<file path="src/rtl/vga_pkg.sv">
// Shared VGA timing/geometry constants and sprite motion defaults.
package vga_pkg;

  localparam int H_ACTIVE  = 640;
  localparam int V_ACTIVE  = 480;
  localparam int SPR_W_DEF = 32;
  localparam int SPR_H_DEF = 16;

  localparam int X_MAX = H_ACTIVE - SPR_W_DEF;  // 608
  localparam int Y_MAX = V_ACTIVE - SPR_H_DEF;  // 464

  localparam logic [9:0] X_RST = 10'(X_MAX / 2);  // 304
  localparam logic [9:0] Y_RST = 10'(Y_MAX / 2);  // 232

  localparam int NUM_AX = 2;
  localparam int AX_X   = 0;
  localparam int AX_Y   = 1;

  // Travel limit for a sprite of the given size on the given active extent.
  function automatic int axis_max(input int active, input int size);
    return active - size;
  endfunction

  // Reset position: the middle of the legal travel range.
  function automatic logic [9:0] axis_centre(input int active, input int size);
    return 10'((active - size) / 2);
  endfunction

endpackage

</file>
<file path="src/rtl/sprite_axis_step.sv">
// Next position/direction/hit for one sprite axis; bounce by default,
// wrap-around when SPRITE_WRAP_EN is defined.
module sprite_axis_step
  import vga_pkg::*;
#(
  parameter int MAX = X_MAX
) (
  input  logic [9:0] pos,
  input  logic       dir,
  input  logic       run,
  input  logic [2:0] speed,
  output logic [9:0] nxt_pos,
  output logic       nxt_dir,
  output logic       hit
);

  localparam logic [10:0] MAX11 = 11'(MAX);

  logic [10:0] pos11, spd11, sum11;

  assign pos11 = {1'b0, pos};
  assign spd11 = {8'd0, speed};
  assign sum11 = pos11 + spd11;

  always_comb begin
    nxt_pos = pos;
    nxt_dir = dir;
    hit     = 1'b0;
    if (run && (speed != 3'd0)) begin
`ifdef SPRITE_WRAP_EN
      if (dir) begin
        if (sum11 > MAX11) begin
          nxt_pos = 10'(sum11 - (MAX11 + 11'd1));
          hit     = 1'b1;
        end else begin
          nxt_pos = sum11[9:0];
        end
      end else if (pos11 < spd11) begin
        nxt_pos = 10'(pos11 + MAX11 + 11'd1 - spd11);
        hit     = 1'b1;
      end else begin
        nxt_pos = 10'(pos11 - spd11);
      end
`else
      if (dir) begin
        if (sum11 >= MAX11) begin
          nxt_pos = MAX11[9:0];
          nxt_dir = 1'b0;
          hit     = 1'b1;
        end else begin
          nxt_pos = sum11[9:0];
        end
      end else if (pos11 < spd11) begin
        // also covers pos == 0 with a non-zero speed
        nxt_pos = 10'd0;
        nxt_dir = 1'b1;
        hit     = 1'b1;
      end else begin
        nxt_pos = 10'(pos11 - spd11);
      end
`endif
    end
  end

endmodule

</file>
<file path="src/rtl/sprite_motion_ctrl.sv">
// Per-frame sprite mover: vsync falling-edge tick, two axis steppers,
// output registers. Define SPRITE_WRAP_EN for wrap-around instead of bounce.
module sprite_motion_ctrl
  import vga_pkg::*;
#(
  parameter int SPR_W = SPR_W_DEF,
  parameter int SPR_H = SPR_H_DEF
) (
  input  logic       clk,
  input  logic       clr,
  input  logic       vsync,
  input  logic       run,
  input  logic [2:0] speed,
  output logic [9:0] spr_x,
  output logic [9:0] spr_y,
  output logic       dir_x,
  output logic       dir_y,
  output logic       frame_tick,
  output logic [1:0] hit
);

  localparam logic [9:0] X_C = axis_centre(H_ACTIVE, SPR_W);
  localparam logic [9:0] Y_C = axis_centre(V_ACTIVE, SPR_H);

  logic                        vsync_d;
  logic                        armed;
  logic                        frame_edge;
  logic [NUM_AX-1:0][9:0]      pos_q, pos_nxt;
  logic [NUM_AX-1:0]           dir_q, dir_nxt, hit_nxt;

  // armed blocks a tick from a vsync that was already low when reset released
  assign frame_edge = armed & vsync_d & ~vsync;

  for (genvar a = 0; a < NUM_AX; a++) begin : g_axis
    localparam int MAX = (a == AX_X) ? axis_max(H_ACTIVE, SPR_W)
                                     : axis_max(V_ACTIVE, SPR_H);
    sprite_axis_step #(.MAX(MAX)) u_step (
      .pos     (pos_q[a]),
      .dir     (dir_q[a]),
      .run     (run),
      .speed   (speed),
      .nxt_pos (pos_nxt[a]),
      .nxt_dir (dir_nxt[a]),
      .hit     (hit_nxt[a])
    );
  end

  always_ff @(posedge clk or posedge clr) begin
    if (clr) begin
      vsync_d    <= 1'b1;
      armed      <= 1'b0;
      frame_tick <= 1'b0;
      hit        <= '0;
      pos_q      <= {Y_C, X_C};
      dir_q      <= '1;
    end else begin
      vsync_d    <= vsync;
      armed      <= armed | vsync;
      frame_tick <= frame_edge;
      hit        <= frame_edge ? hit_nxt : '0;
      if (frame_edge) begin
        pos_q <= pos_nxt;
        dir_q <= dir_nxt;
      end
    end
  end

  assign spr_x = pos_q[AX_X];
  assign spr_y = pos_q[AX_Y];
  assign dir_x = dir_q[AX_X];
  assign dir_y = dir_q[AX_Y];

endmodule

</file>
<file path="config.mk">
export PLATFORM = sky130hd
export DESIGN_NAME = sprite_motion_ctrl
export DESIGN_NICKNAME = d
export VERILOG_FILES = /design/src/rtl/vga_pkg.sv /design/src/rtl/sprite_axis_step.sv /design/src/rtl/sprite_motion_ctrl.sv
export SDC_FILE = /design/constraint.sdc
export NUM_CORES = 1
export LEC_CHECK = 0
export CORE_MARGIN = 2
export CORE_UTILIZATION = 56
export CTS_BUF_LIST = sky130_fd_sc_hd__clkbuf_16
export CTS_CLUSTER_DIAMETER = 200
export DETAILED_ROUTE_END_ITERATION = 10
export PLACE_DENSITY = 0.91
export SYNTH_ARGS = -nofsm -noshare
export SYNTH_HDL_FRONTEND = slang
export SYNTH_SLANG_ARGS = --single-unit
export TNS_END_PERCENT = 50
</file>
<file path="constraint.sdc">
create_clock -name clk -period 3.03 [get_ports clk]
set_input_delay 0.606 -clock clk [delete_from_list [all_inputs] [get_ports clk]]
set_output_delay 0.606 -clock clk [all_outputs]
set_load 0.01 [all_outputs]
</file>
==> results.md <==
* Top Family by Delay on Critical Path: compound AO/OA/AOI/OAI gates
* Area contributors post-synth: dfrtp_1 17%, dfstp_2 11%, ha_1 6.1%, a21oi_1 3.8%, nor2_1 3.3%
* Switching share of power at 0.4607
* Row cnt at 24
* Largest net degree at the start of global routing at 31
* P_sw at 1.321 mW
* Die Width at 70.45 um
* Sequential fraction of the synthesis area at 0.2783
* Final Net Count at between 300 and 400
* Fin. Hold Viols at 0
* Root Driver: clkbuf_16
* Worst EP required at around 3200 ps
* YS warnings at 0
* Hold depth at 1
* Async SR Flop Fraction at 1.000
* Initial antenna violation count at 0
* Reg clk slew, reported paths at 70 ps
* CP max-delay cell: clkdlybuf4s50_1
* Vias in the first global route at between 2000 and 3000
* First-pass GRT wire length at between 10 and 15 mm
* Slowest stage delay, CP at 510 ps
* Place WS at -244.7 ps
* R2r endpoint: hit[0]
* # setup viols final at 0
* Max cap viols at 0
* Post-CTS Hold Fix Bufs at 0
* TritonCTS clock tree: built
* Layout cell share with drive strength beyond 1 at 0.1927
* Most frequent cells in the layout: 37 x buf_4, 29 x clkdlybuf4s50_1, 22 x nor2_1
* Cell count after synthesis at 303
* Initial Util at 0.5758
* R2R cell count at 8
* Max Fclk at 0.3341 GHz
* Critical Path End Type: flip-flop
* Post-synth EDFFs at 0
* Worst Path Arrival at 3150 ps
* Area added between synthesis and finish at 28.85%
* Worst-Margin Slew at around 520 ps
* H-Tree Depth at 1
* P_int at 1.546 mW
* Worst Setup EP: spr_x[1]
* Vias post-DR at 2766
* Synth Register Bits at 27
* WHS at about 480 ps
* Detail Route Antenna Nets at 0
* HP Start: armed
* Critical path class: in2reg
* Die area at 4963 sq um
* Post-synth cell types at 65
* Fin area at 3186 sq um
* Placer Congestion at 0.9712
* Vias per cell at about 6.7
* Reg power frac at 0.291
* Post-DP Area at 3064 sq um
* Cell taking the most area after synthesis: dfrtp_1
* Power share of the combinational group at 0.600
* Ant diodes at 0
* CTS sink count at 27
* Synthesized net count at 326
* Cell Chain, Critical Path: clkdlybuf4s50_1, inv_1, ha_1, nor2b_1, a211oi_1, xnor2_1, o211ai_1, nand3_1, o221a_2
* Total core area at 4294 sq um
* I/O pin count at 32
* CP Depth at 9
* Maximum fanout along the worst path at 5
* Period utilization at 0.9879
* Max IR drop VDD at 0.6215 mV
* Maximum clock path buffer count at 2
* Worst-Skew Late Latency at 270 ps
* Residual DRC at 0
* Critical Path Source: speed[2]
* WL per Instance at 17.90 um
* DPL Wire Length at 5.194 mm
* Clk_skew at 2.225 ps
* Total grt overflow at 0
* Commonest non-fill, non-tap cell in the layout: buf_4
* Clock buffer count from CTS at 3
* P_leak at 1.307 nW
* RSZ-0062 raised after global routing: false
* Drt pass-1 iters at 6
* Total routed wirelength at roughly 7.3 mm
* Clk pwr share at 0.109
* R2r startpoint: spr_x[0]
* Initial DRC Count at 373
* # port buffers at 31
* Pwr dens at 899.8 nW/um^2
* WP buf/inv at 2
* Slew headroom at 0.6551
* Vert. Die Dim at 70.45 um
* Share of the synthesized area in the top cell type at 0.1721
* Setup ws final at 36.52 ps
* Status: complete, no violations
* Fin crit period at 2993 ps
* Worst Hold Class: reg2reg
* Worst Setup Start Kind: primary input
* Synthesized area per cell at 8.160 sq um
* GRT Util Overall at 0.3018
* Flop2flop setup slack at approximately 470 ps
* Post-Syn Area at 2472 sq um
* Final max-slew violation count at 0
* Synth Flop Type: dfrtp_1
-- flip-flops by register name, indices dropped and copies added (netlist names) --
signal and flops:
armed 1, spr_x 10, hit 2, vsync_d 1, dir_q 2, spr_y 10, frame_tick 1
-- worst min-delay path by stage --
stage          slack [ps]    end
2_1_floorplan         430  armed
3_3_place_gp          440  armed
3_5_place_dp          460  armed
4_1_cts               480  armed
5_1_grt               500  armed
6_report              480  armed
-- routing by layer --
layer	global-route usage	wire length, um
met5	0	0
met4	0.1731	349
met3	0.04040	394
met2	0.5115	3567
met1	0.3640	3027
-- cell type report --
| class | count | area [sq um] |
|---|---|---|
| Clock buffer | 3 | 75.07 |
| Clock inverter | 1 | 3.754 |
| Fill cell | 311 | 1109 |
| Inverter | 15 | 56.30 |
| Multi-Input combinational cell | 243 | 1684 |
| Sequential cell | 27 | 688.2 |
| Tap cell | 52 | 65.06 |
| Timing Repair Buffer | 69 | 613.1 |
-- per-stage QoR --
step,total power [mW],TNS (ps),std cells,utilization
4_1_cts,2.787,0,409,0.7334
5_1_grt,3.050,0,410,0.7418
2_1_floorplan,1.741,0,303,-
6_report,2.866,0,410,0.7418
3_5_place_dp,2.456,-2909,405,0.7136
3_3_place_gp,2.392,-1153,405,0.7136
-- cell families after synthesis --
kind of cell	Yosys count	synth area share
and+or+nand+nor	124	0.2667
AOI/OAI and AO/OA	94	0.2763
buffers and inverters	33	0.05263
DFF	27	0.2783
adders and majority gates	16	0.09312
xor gates and xnor gates	7	0.02480
muxes	2	0.008097
-- power by group through the flow --
stage	sequential [mW]	combinational [mW]	clock (mW)
2_1_floorplan	0.706	1.04	0
3_3_place_gp	0.808	1.58	0
3_5_place_dp	0.817	1.64	0
4_1_cts	0.817	1.66	0.310
5_1_grt	0.854	1.87	0.324
6_report	0.834	1.72	0.312
-- cell usage after synthesis, drive strengths merged, types with 5 or more instances --
| cell | number |
|---|---|
| nand3 | 16 |
| o211ai | 5 |
| o21ai | 21 |
| nand2 | 21 |
| nor3 | 17 |
| dfrtp | 17 |
| a21oi | 19 |
| inv | 15 |
| buf | 7 |
| o31ai | 5 |
| dfstp | 10 |
| nor4 | 8 |
| or3 | 5 |
| nor2 | 23 |
| ha | 12 |
| xnor2 | 6 |
| and3 | 8 |
| clkbuf | 11 |
| nor2b | 6 |
| a211oi | 6 |
-- what timing repair did --
action | 4_1_cts | 5_1_grt
gates resized for setup | 1 | 8
setup buffers | 0 | 1
endpoints found under the setup margin | 2 | 16
pin swaps | 0 | 2
No activity file was read; power rests on OpenSTA's default activity.
